<file path="src/rtl/noc_vchannel_demux_if.sv">
// Link-side and consumer-side signal bundle for the virtual-channel demultiplexer.
// The slave modport is the demux view; the master modport drives the link and consumes flits.
interface noc_vchannel_demux_if #(
  parameter int unsigned FLIT_WIDTH = 32,
  parameter int unsigned CHANNELS   = 7
) ();

  logic [FLIT_WIDTH-1:0]          in_flit;
  logic                           in_last;
  logic [CHANNELS-1:0]            in_valid;
  logic [CHANNELS-1:0]            in_ready;
  logic [CHANNELS*FLIT_WIDTH-1:0] out_flit;
  logic [CHANNELS-1:0]            out_last;
  logic [CHANNELS-1:0]            out_valid;
  logic [CHANNELS-1:0]            out_ready;
  logic                           err_multi;

  modport master (
    output in_flit,
    output in_last,
    output in_valid,
    output out_ready,
    input  in_ready,
    input  out_flit,
    input  out_last,
    input  out_valid,
    input  err_multi
  );

  modport slave (
    input  in_flit,
    input  in_last,
    input  in_valid,
    input  out_ready,
    output in_ready,
    output out_flit,
    output out_last,
    output out_valid,
    output err_multi
  );

endinterface

</file>
<file path="src/rtl/noc_vchannel_demux.sv">
// Virtual-channel demultiplexer: splits a shared physical link back into independent
// per-channel flit streams, each buffered by its own DEPTH-entry FIFO.
module noc_vchannel_demux #(
  parameter int unsigned FLIT_WIDTH = 32,
  parameter int unsigned CHANNELS   = 7,
  parameter int unsigned DEPTH      = 4
) (
  input logic                  clk,
  input logic                  rst,
  noc_vchannel_demux_if.slave  bus
);

  localparam int unsigned PtrW = $clog2(DEPTH);
  localparam int unsigned CntW = PtrW + 1;

  logic [CHANNELS-1:0]            w_in_ready;
  logic [CHANNELS-1:0]            w_out_valid;
  logic [CHANNELS-1:0]            w_out_last;
  logic [CHANNELS*FLIT_WIDTH-1:0] w_out_flit;
  logic                           w_multi;
  logic                           r_err_multi;

  for (genvar c = 0; c < CHANNELS; c++) begin : g_ch
    logic                  w_push;
    logic                  w_pop;
    logic [PtrW-1:0]       r_wr_ptr;
    logic [PtrW-1:0]       r_rd_ptr;
    logic [CntW-1:0]       r_count;
    logic [FLIT_WIDTH:0]   r_mem [DEPTH];

    // Ready/valid come from registered occupancy only, so no comb path link -> consumer.
    assign w_in_ready[c]  = (r_count != CntW'(DEPTH));
    assign w_out_valid[c] = (r_count != '0);
    assign w_push         = bus.in_valid[c] & w_in_ready[c];
    assign w_pop          = w_out_valid[c] & bus.out_ready[c];

    assign w_out_flit[c*FLIT_WIDTH +: FLIT_WIDTH] = r_mem[r_rd_ptr][FLIT_WIDTH-1:0];
    assign w_out_last[c]                          = r_mem[r_rd_ptr][FLIT_WIDTH];

    // Pointer and occupancy bookkeeping; pointers wrap naturally since DEPTH is a power of two.
    always_ff @(posedge clk or negedge rst) begin
      if (!rst) begin
        r_wr_ptr <= '0;
        r_rd_ptr <= '0;
        r_count  <= '0;
      end else begin
        if (w_push) r_wr_ptr <= r_wr_ptr + PtrW'(1);
        if (w_pop)  r_rd_ptr <= r_rd_ptr + PtrW'(1);
        if (w_push && !w_pop) begin
          r_count <= r_count + CntW'(1);
        end else if (w_pop && !w_push) begin
          r_count <= r_count - CntW'(1);
        end
      end
    end

    // Storage is deliberately not reset; out_valid masks stale content.
    always_ff @(posedge clk) begin
      if (w_push) r_mem[r_wr_ptr] <= {bus.in_last, bus.in_flit};
    end
  end

  // More than one valid bit on the link is a protocol violation.
  assign w_multi = |(bus.in_valid & (bus.in_valid - CHANNELS'(1)));

  // Sticky error flag, cleared only by reset.
  always_ff @(posedge clk or negedge rst) begin
    if (!rst) begin
      r_err_multi <= 1'b0;
    end else if (w_multi) begin
      r_err_multi <= 1'b1;
    end
  end

  assign bus.in_ready  = w_in_ready;
  assign bus.out_valid = w_out_valid;
  assign bus.out_last  = w_out_last;
  assign bus.out_flit  = w_out_flit;
  assign bus.err_multi = r_err_multi;

endmodule

</file>
<file path="src/flat_wrapper.sv">
// flat-port wrapper written by rule: the top's interface ports become plain ports
module noc_vchannel_demux_flat 
#(
  parameter int unsigned FLIT_WIDTH = 32,
  parameter int unsigned CHANNELS   = 7,
  parameter int unsigned DEPTH      = 4
)
  (clk, rst, bus_in_flit, bus_in_last, bus_in_valid, bus_out_ready, bus_in_ready, bus_out_flit, bus_out_last, bus_out_valid, bus_err_multi);
  noc_vchannel_demux_if #(.FLIT_WIDTH(FLIT_WIDTH), .CHANNELS(CHANNELS)) bus_i ();
  input logic clk;
  input logic rst;
  input wire logic [$bits(bus_i.in_flit)-1:0] bus_in_flit;
  input wire logic [$bits(bus_i.in_last)-1:0] bus_in_last;
  input wire logic [$bits(bus_i.in_valid)-1:0] bus_in_valid;
  input wire logic [$bits(bus_i.out_ready)-1:0] bus_out_ready;
  output wire logic [$bits(bus_i.in_ready)-1:0] bus_in_ready;
  output wire logic [$bits(bus_i.out_flit)-1:0] bus_out_flit;
  output wire logic [$bits(bus_i.out_last)-1:0] bus_out_last;
  output wire logic [$bits(bus_i.out_valid)-1:0] bus_out_valid;
  output wire logic [$bits(bus_i.err_multi)-1:0] bus_err_multi;
  assign bus_i.in_flit = bus_in_flit;
  assign bus_i.in_last = bus_in_last;
  assign bus_i.in_valid = bus_in_valid;
  assign bus_i.out_ready = bus_out_ready;
  assign bus_in_ready = bus_i.in_ready;
  assign bus_out_flit = bus_i.out_flit;
  assign bus_out_last = bus_i.out_last;
  assign bus_out_valid = bus_i.out_valid;
  assign bus_err_multi = bus_i.err_multi;
  noc_vchannel_demux #(.FLIT_WIDTH(FLIT_WIDTH), .CHANNELS(CHANNELS), .DEPTH(DEPTH)) u_core (.clk(clk), .rst(rst), .bus(bus_i));
endmodule
</file>
<file path="config.mk">
export PLATFORM = sky130hd
export DESIGN_NAME = noc_vchannel_demux_flat
export DESIGN_NICKNAME = d
export VERILOG_FILES = /design/src/rtl/noc_vchannel_demux_if.sv /design/src/rtl/noc_vchannel_demux.sv /design/src/flat_wrapper.sv
export SDC_FILE = /design/constraint.sdc
export NUM_CORES = 1
export LEC_CHECK = 0
export CELL_PAD_IN_SITES_DETAIL_PLACEMENT = 2
export CELL_PAD_IN_SITES_GLOBAL_PLACEMENT = 2
export CORE_UTILIZATION = 40
export DETAILED_ROUTE_END_ITERATION = 8
export HOLD_SLACK_MARGIN = 0.1
export PLACE_DENSITY_LB_ADDON = 0.08
export SYNTH_ARGS = -nofsm -noshare
export SYNTH_HDL_FRONTEND = slang
export SYNTH_SLANG_ARGS = --single-unit
</file>
<file path="constraint.sdc">
create_clock -name clk -period 3.13 [get_ports clk]
set_clock_uncertainty 0.1 [all_clocks]
set_input_delay 0.313 -clock clk [delete_from_list [all_inputs] [get_ports clk]]
set_output_delay 0.313 -clock clk [all_outputs]
set_load 0.01 [all_outputs]
</file>
Yosys cells after proc, flatten, opt, wreduce, memory -nomap -nowiden
Memories as Yosys holds them, arrays and structs flattened.
Cells that the tools add are included.
- flip-flop bits (word level): 50
- output and inout port bits: 246
- memories kept: 7
- input bits: 49
- logic and storage cells: 151
- RAM bits: 924
- memory list (name ; words ; bits a word ; rd ports ; clocked after Yosys merged registers in ; wr ports ; RTL line ; text):
    u_core.g_ch[0].r_mem ; 4 ; 33 ; 1 ; 0 ; 1 ; noc_vchannel_demux.sv:29 ; logic [FLIT_WIDTH:0] r_mem [DEPTH];
    u_core.g_ch[1].r_mem ; 4 ; 33 ; 1 ; 0 ; 1 ; noc_vchannel_demux.sv:29 ;
    u_core.g_ch[2].r_mem ; 4 ; 33 ; 1 ; 0 ; 1 ; noc_vchannel_demux.sv:29 ;
    u_core.g_ch[3].r_mem ; 4 ; 33 ; 1 ; 0 ; 1 ; noc_vchannel_demux.sv:29 ;
    u_core.g_ch[4].r_mem ; 4 ; 33 ; 1 ; 0 ; 1 ; noc_vchannel_demux.sv:29 ;
    u_core.g_ch[5].r_mem ; 4 ; 33 ; 1 ; 0 ; 1 ; noc_vchannel_demux.sv:29 ;
    1 more memories ; -- ; -- ; -- ; -- ; -- ; -- ;
- bitwise logic cells: 15
- equality and inequality tests: 7
- muxes and demuxes: 28
- reduce and logical (&&, ||, !) cells: 43
- add/sub/neg operators: 29
- operators with widths (cell ; number):
    $mux 3 ; 14
    $add 2x1->2 const B ; 14
    $add 3x1->3 const B ; 7
    $ne 3x3->1 const B ; 7
    $reduce_bool 3->1 ; 7
    $sub 3x1->3 const B ; 7
    $and 1x1->1 ; 14
    $logic_and 1x1->1 ; 14
    $logic_not 1->1 ; 14
    $mux 1 ; 14
    $reduce_bool 2->1 ; 7
    $and 7x7->7 ; 1
    $reduce_or 7->1 ; 1
    $sub 7x1->7 const B ; 1

Depth between registers and ports, before layout
- word-level depth: 6
- depth in mapped cells: 8
- gate-level depth less buffers: 8

Worst setup path before layout
Ideal clock, no wire load.
- path kind: register to register
- start point: register u_core.g_ch[0].r_count[0]
- end point: register u_core.g_ch[0].r_count[2]
- stages on the path, launching flop included: 9
- arrival: 1977 ps
- slack: 974 ps
- path buffers: 0
- period minus slack after synthesis: 2156 ps
- library setup time: 79 ps
- data required time: 2951 ps
- cells stage by stage: dfrtp_1 or3_1 nand2_1 ha_1 inv_1 fa_1 xor2_1 nor2_1 xor2_1
- cells in the longest elaborated chain, start to end: 5
- elaborated cells between the ends (all ways): 13
- those cells by class: add/sub: 2; eq/ne: 1; mux: 2; bitwise: 2; reduce/logical: 6
- ends and longest elaborated chain (item ; RTL line ; text):
    start: declaration ; noc_vchannel_demux.sv:28 ; logic [CntW-1:0] r_count;
    start signal: assignment ; noc_vchannel_demux.sv:50 ; r_count <= r_count + CntW'(1);
    start signal: assignment ; noc_vchannel_demux.sv:52 ; r_count <= r_count - CntW'(1);
    $reduce_bool 3->1 (*) ; noc_vchannel_demux.sv:33 ; assign w_out_valid[c] = (r_count != '0);
    via bus_out_valid[0] ; flat_wrapper.sv:19 ; output wire logic [$bits(bus_i.out_valid)-1:0] bus_out_valid;
    $and 1x1->1 (*) ; noc_vchannel_demux.sv:35 ; assign w_pop = w_out_valid[c] & bus.out_ready[c];
    $logic_not 1->1 ; noc_vchannel_demux.sv:49 ; if (w_push && !w_pop) begin
    $logic_and 1x1->1 ; noc_vchannel_demux.sv:49 ;
    $mux 3 / $reduce_bool 2->1 (equally long branches) ; -- ;
The timed path passes the listed nets; every way through them passes the cells marked *. The select of a mux whose other input is x is not followed.
A chain may end at the register's enable or synchronous reset.

Worst setup path after layout
- start point: register u_core.g_ch[6].r_rd_ptr[0]
- end point: output bus_out_flit[193]
- cells in the longest elaborated chain, start to end: 1
- ends and longest elaborated chain (item ; RTL line ; text):
    start: declaration ; noc_vchannel_demux.sv:27 ; logic [PtrW-1:0] r_rd_ptr;
    start signal: assignment ; noc_vchannel_demux.sv:48 ; if (w_pop) r_rd_ptr <= r_rd_ptr + PtrW'(1);
    $mem_v2 4x33 ; -- ;
    end: declaration ; flat_wrapper.sv:17 ; output wire logic [$bits(bus_i.out_flit)-1:0] bus_out_flit;
Every way passes these cells.

==> results.toml <==
[outcome]
status = "completed"

[clock_tree]
clock_path_buffers = 3
cts_inserted_buffers = 104
cts_sinks = 974
clock_latency_ns = 0.64
cts_tree = "built"
clkTransAtPathRegs_ns = 0.06
cts.htree.levels = 3
root_buffer = "clkbuf_16"

[grt]
grt_max_degree = 35
grt_pass1_vias = 18900
grt_pass1_wl_um = 135000
grt_antenna_before_repair = 1
grt_overflow = 0
grt_usage_pct = 20.2

[floorplan]
coreArea_um2 = 90400
boundaryPins = 295
row_count = 110
start_util_pct = 40.5
die_area_um2 = 92800
fp.dieH_um = 305
dieWidth_um = 305

[critical_path]
path_cells = "buf_12, mux4_1, clkdlybuf4s50_1"
crit_type = "reg -> out"
r2r-start = "u_core.g_ch[3].r_count[1]$_DFFE_PN0P_"
critPathLaunch = "u_core.g_ch[6].r_rd_ptr[0]$_DFFE_PN0P_"
required_ns = 2.72
worstSetupStartpointType = "register"
cp-end-kind = "output port"
max_stage_delay_ns = 0.59
critical_path_arrival_ns = 2.62
crit_fanout = 20
cp_slowest_cell = "clkdlybuf4s50_1"

[synthesis]
yosysTopAreaCellShare_pct = 75.7
synth_area_leaders = "edfxtp_1, mux4_2, dfrtp_1, mux4_1, ha_1"
synth_ff_type = "edfxtp_1"
synth_nets = 1556
avgSynthCellArea_um2 = 25.0
synth_warnings = 0
synthArstFlopShare_pct = 5.13
synth_seq_area_share_pct = 79.1
synth.largest_area_cell = "edfxtp_1"
yosys_register_bits = 974
syn_area_um2 = 36600
synth_cell_types = 27
synth_edf_count = 924
syn_inst = 1465

[layout]
mostFrequentLayoutCells = "edfxtp_1, clkdlybuf4s50_1, mux4_2"
area_growth_syn_to_layout_pct = 22.3
finalNonFillerCells = 3167
regArea_um2 = 29000
fillers = 7842
multi_input_area_um2 = 6940
num-nets-final = 1995
layout-drive-gt1-share_pct = 23.9
layout_commonest_cell = "edfxtp_1"

[worst_hold_path]
hold_path_class = "in -> reg"
hold_start = "bus_out_ready[0]"

[timing]
drv_slew = 0
finalCritPeriodShare_pct = 96.9
setup_viol = 0
relSlewSlack_pct = 22.3
finalCriticalPeriod_ns = 3.03
hold_viol = 0
setup_tns_ns = 0
max_freq_mhz = 330
worst_pin_slew_ns = 1.16
rsz0062_at_grt = "no"

[route]
drt_iter0_markers = 981
dr.pass1.iters = 5
routed_wl_um = 93400
wl_per_cell_um = 29.5
drtAntennaViolNets = 0
drc = 0
viasPerCell = 5.30
via_count = 16800

[power_and_ir_drop]
p_total_uw = 46500
power.density_nw_per_um2 = 1040
p_leak_uw = 0.0148
peakVddDrop_mv = 0.527

[place]
dp_hpwl_um = 57000
placedCellCount = 2956
gp_congestion = 0.720
port_buffers = 294

[job]
drv_cap = 0
==> stage by stage <==
stage          utilization [%]  instance area [um^2]  hold WS, ns  worst slack [ns]
4_1_cts                   49.5                 44700        0.185           0.00192
3_3_place_gp              45.6                 41300        0.364             0.457
2_1_floorplan                -                 36600      -0.0826             0.974
5_1_grt                   49.6                 44800        0.215           0.00674
6_report                  49.6                 44800        0.215            0.0980
3_5_place_dp              45.6                 41300        0.382             0.355
==> state kept, by name, indices dropped and copies added, names as in the netlist <==
name / flops
u_core.g_ch.r_rd_ptr: 14
u_core.g_ch.r_mem: 924
u_core.bus.err_multi: 1
u_core.g_ch.r_count: 21
u_core.g_ch.r_wr_ptr: 14
==> critical path: cells and delay by family (launching register included) <==
kind,cells,cell delay [ns]
DFF,1,0.57
buffers and inverters,2,0.83
muxes,1,0.57
==> cell usage after synthesis (6+ instances only) <==
| cell | count |
|---|---|
| fa_1 | 7 |
| xnor2_1 | 28 |
| inv_1 | 22 |
| or3_1 | 6 |
| a21boi_2 | 6 |
| mux4_1 | 35 |
| nand2_1 | 14 |
| mux2_2 | 14 |
| buf_6 | 7 |
| buf_12 | 21 |
| edfxtp_1 | 924 |
| xor2_1 | 14 |
| ha_1 | 35 |
| buf_2 | 28 |
| nor2_1 | 15 |
| and2_1 | 28 |
| dfrtp_1 | 50 |
| nand3_1 | 7 |
| mux4_2 | 196 |
==> power by group <==
group          internal [uW]  switching (uW)
clock network           7230            5010
registers              17400            1130
logic                   7930            7860
==> metal layers <==
| layer | up-vias | share of wire [%] | global-route usage [%] |
|---|---|---|---|
| li1 | 7053 | - | - |
| met1 | 9220 | 43 | 27.0 |
| met2 | 420 | 51 | 34.9 |
| met3 | 100 | 4.2 | 3.26 |
| met4 | 0 | 1.8 | 4.56 |
| met5 | - | 0 | 0 |
==> final cells by class <==
class                           count  area share [%]
Sequential cell                   974            64.7
Clock inverter                     49            1.11
Timing Repair Buffer              389            8.76
Antenna cell                        1         0.00558
Multi-Input combinational cell    413            15.5
Tap cell                         1176            3.28
Inverter                           22           0.184
Clock buffer                      143            6.43
==> path summary, 6_finish.rpt <==
kind	cells after the start	end	slack, ns
setup / recovery	3	bus_out_flit[193]	0.1
hold / removal	3	u_core.g_ch[0].r_rd_ptr[0]$_DFFE_PN0P_	0.21
setup reg to reg	8	u_core.g_ch[3].r_count[2]$_DFFE_PN0P_	0.68
hold reg to reg	1	u_core.g_ch[4].r_count[2]$_DFFE_PN0P_	0.43
max in group asynchronous	3	u_core.g_ch[6].r_rd_ptr[0]$_DFFE_PN0P_	1.77
min in group asynchronous	2	u_core.g_ch[5].r_rd_ptr[0]$_DFFE_PN0P_	0.23
==> cells by family (layout without fill, tap and decap cells) <==
kind of cell | count (synthesis) | in the layout | synth area share (%)
multiplexers | 245 | 245 | 15.0
AND/OR/NAND/NOR | 73 | 73 | 1.04
flip-flops | 974 | 974 | 79.1
XOR/XNOR | 42 | 42 | 1.00
buffers and inverters | 78 | 603 | 1.97
other | 0 | 1 | 0
adder cells (fa/ha/maj) | 43 | 43 | 1.60
AO/OA/AOI/OAI | 10 | 10 | 0.260
==> what timing repair did <==
item,CTS,global route
gates resized for setup,9,1
setup endpoints to repair,71,10
buffers inserted,4,13
hold buffers,1,0
endpoints found under the hold margin,31,0
Power figures use the tool's default switching activity.
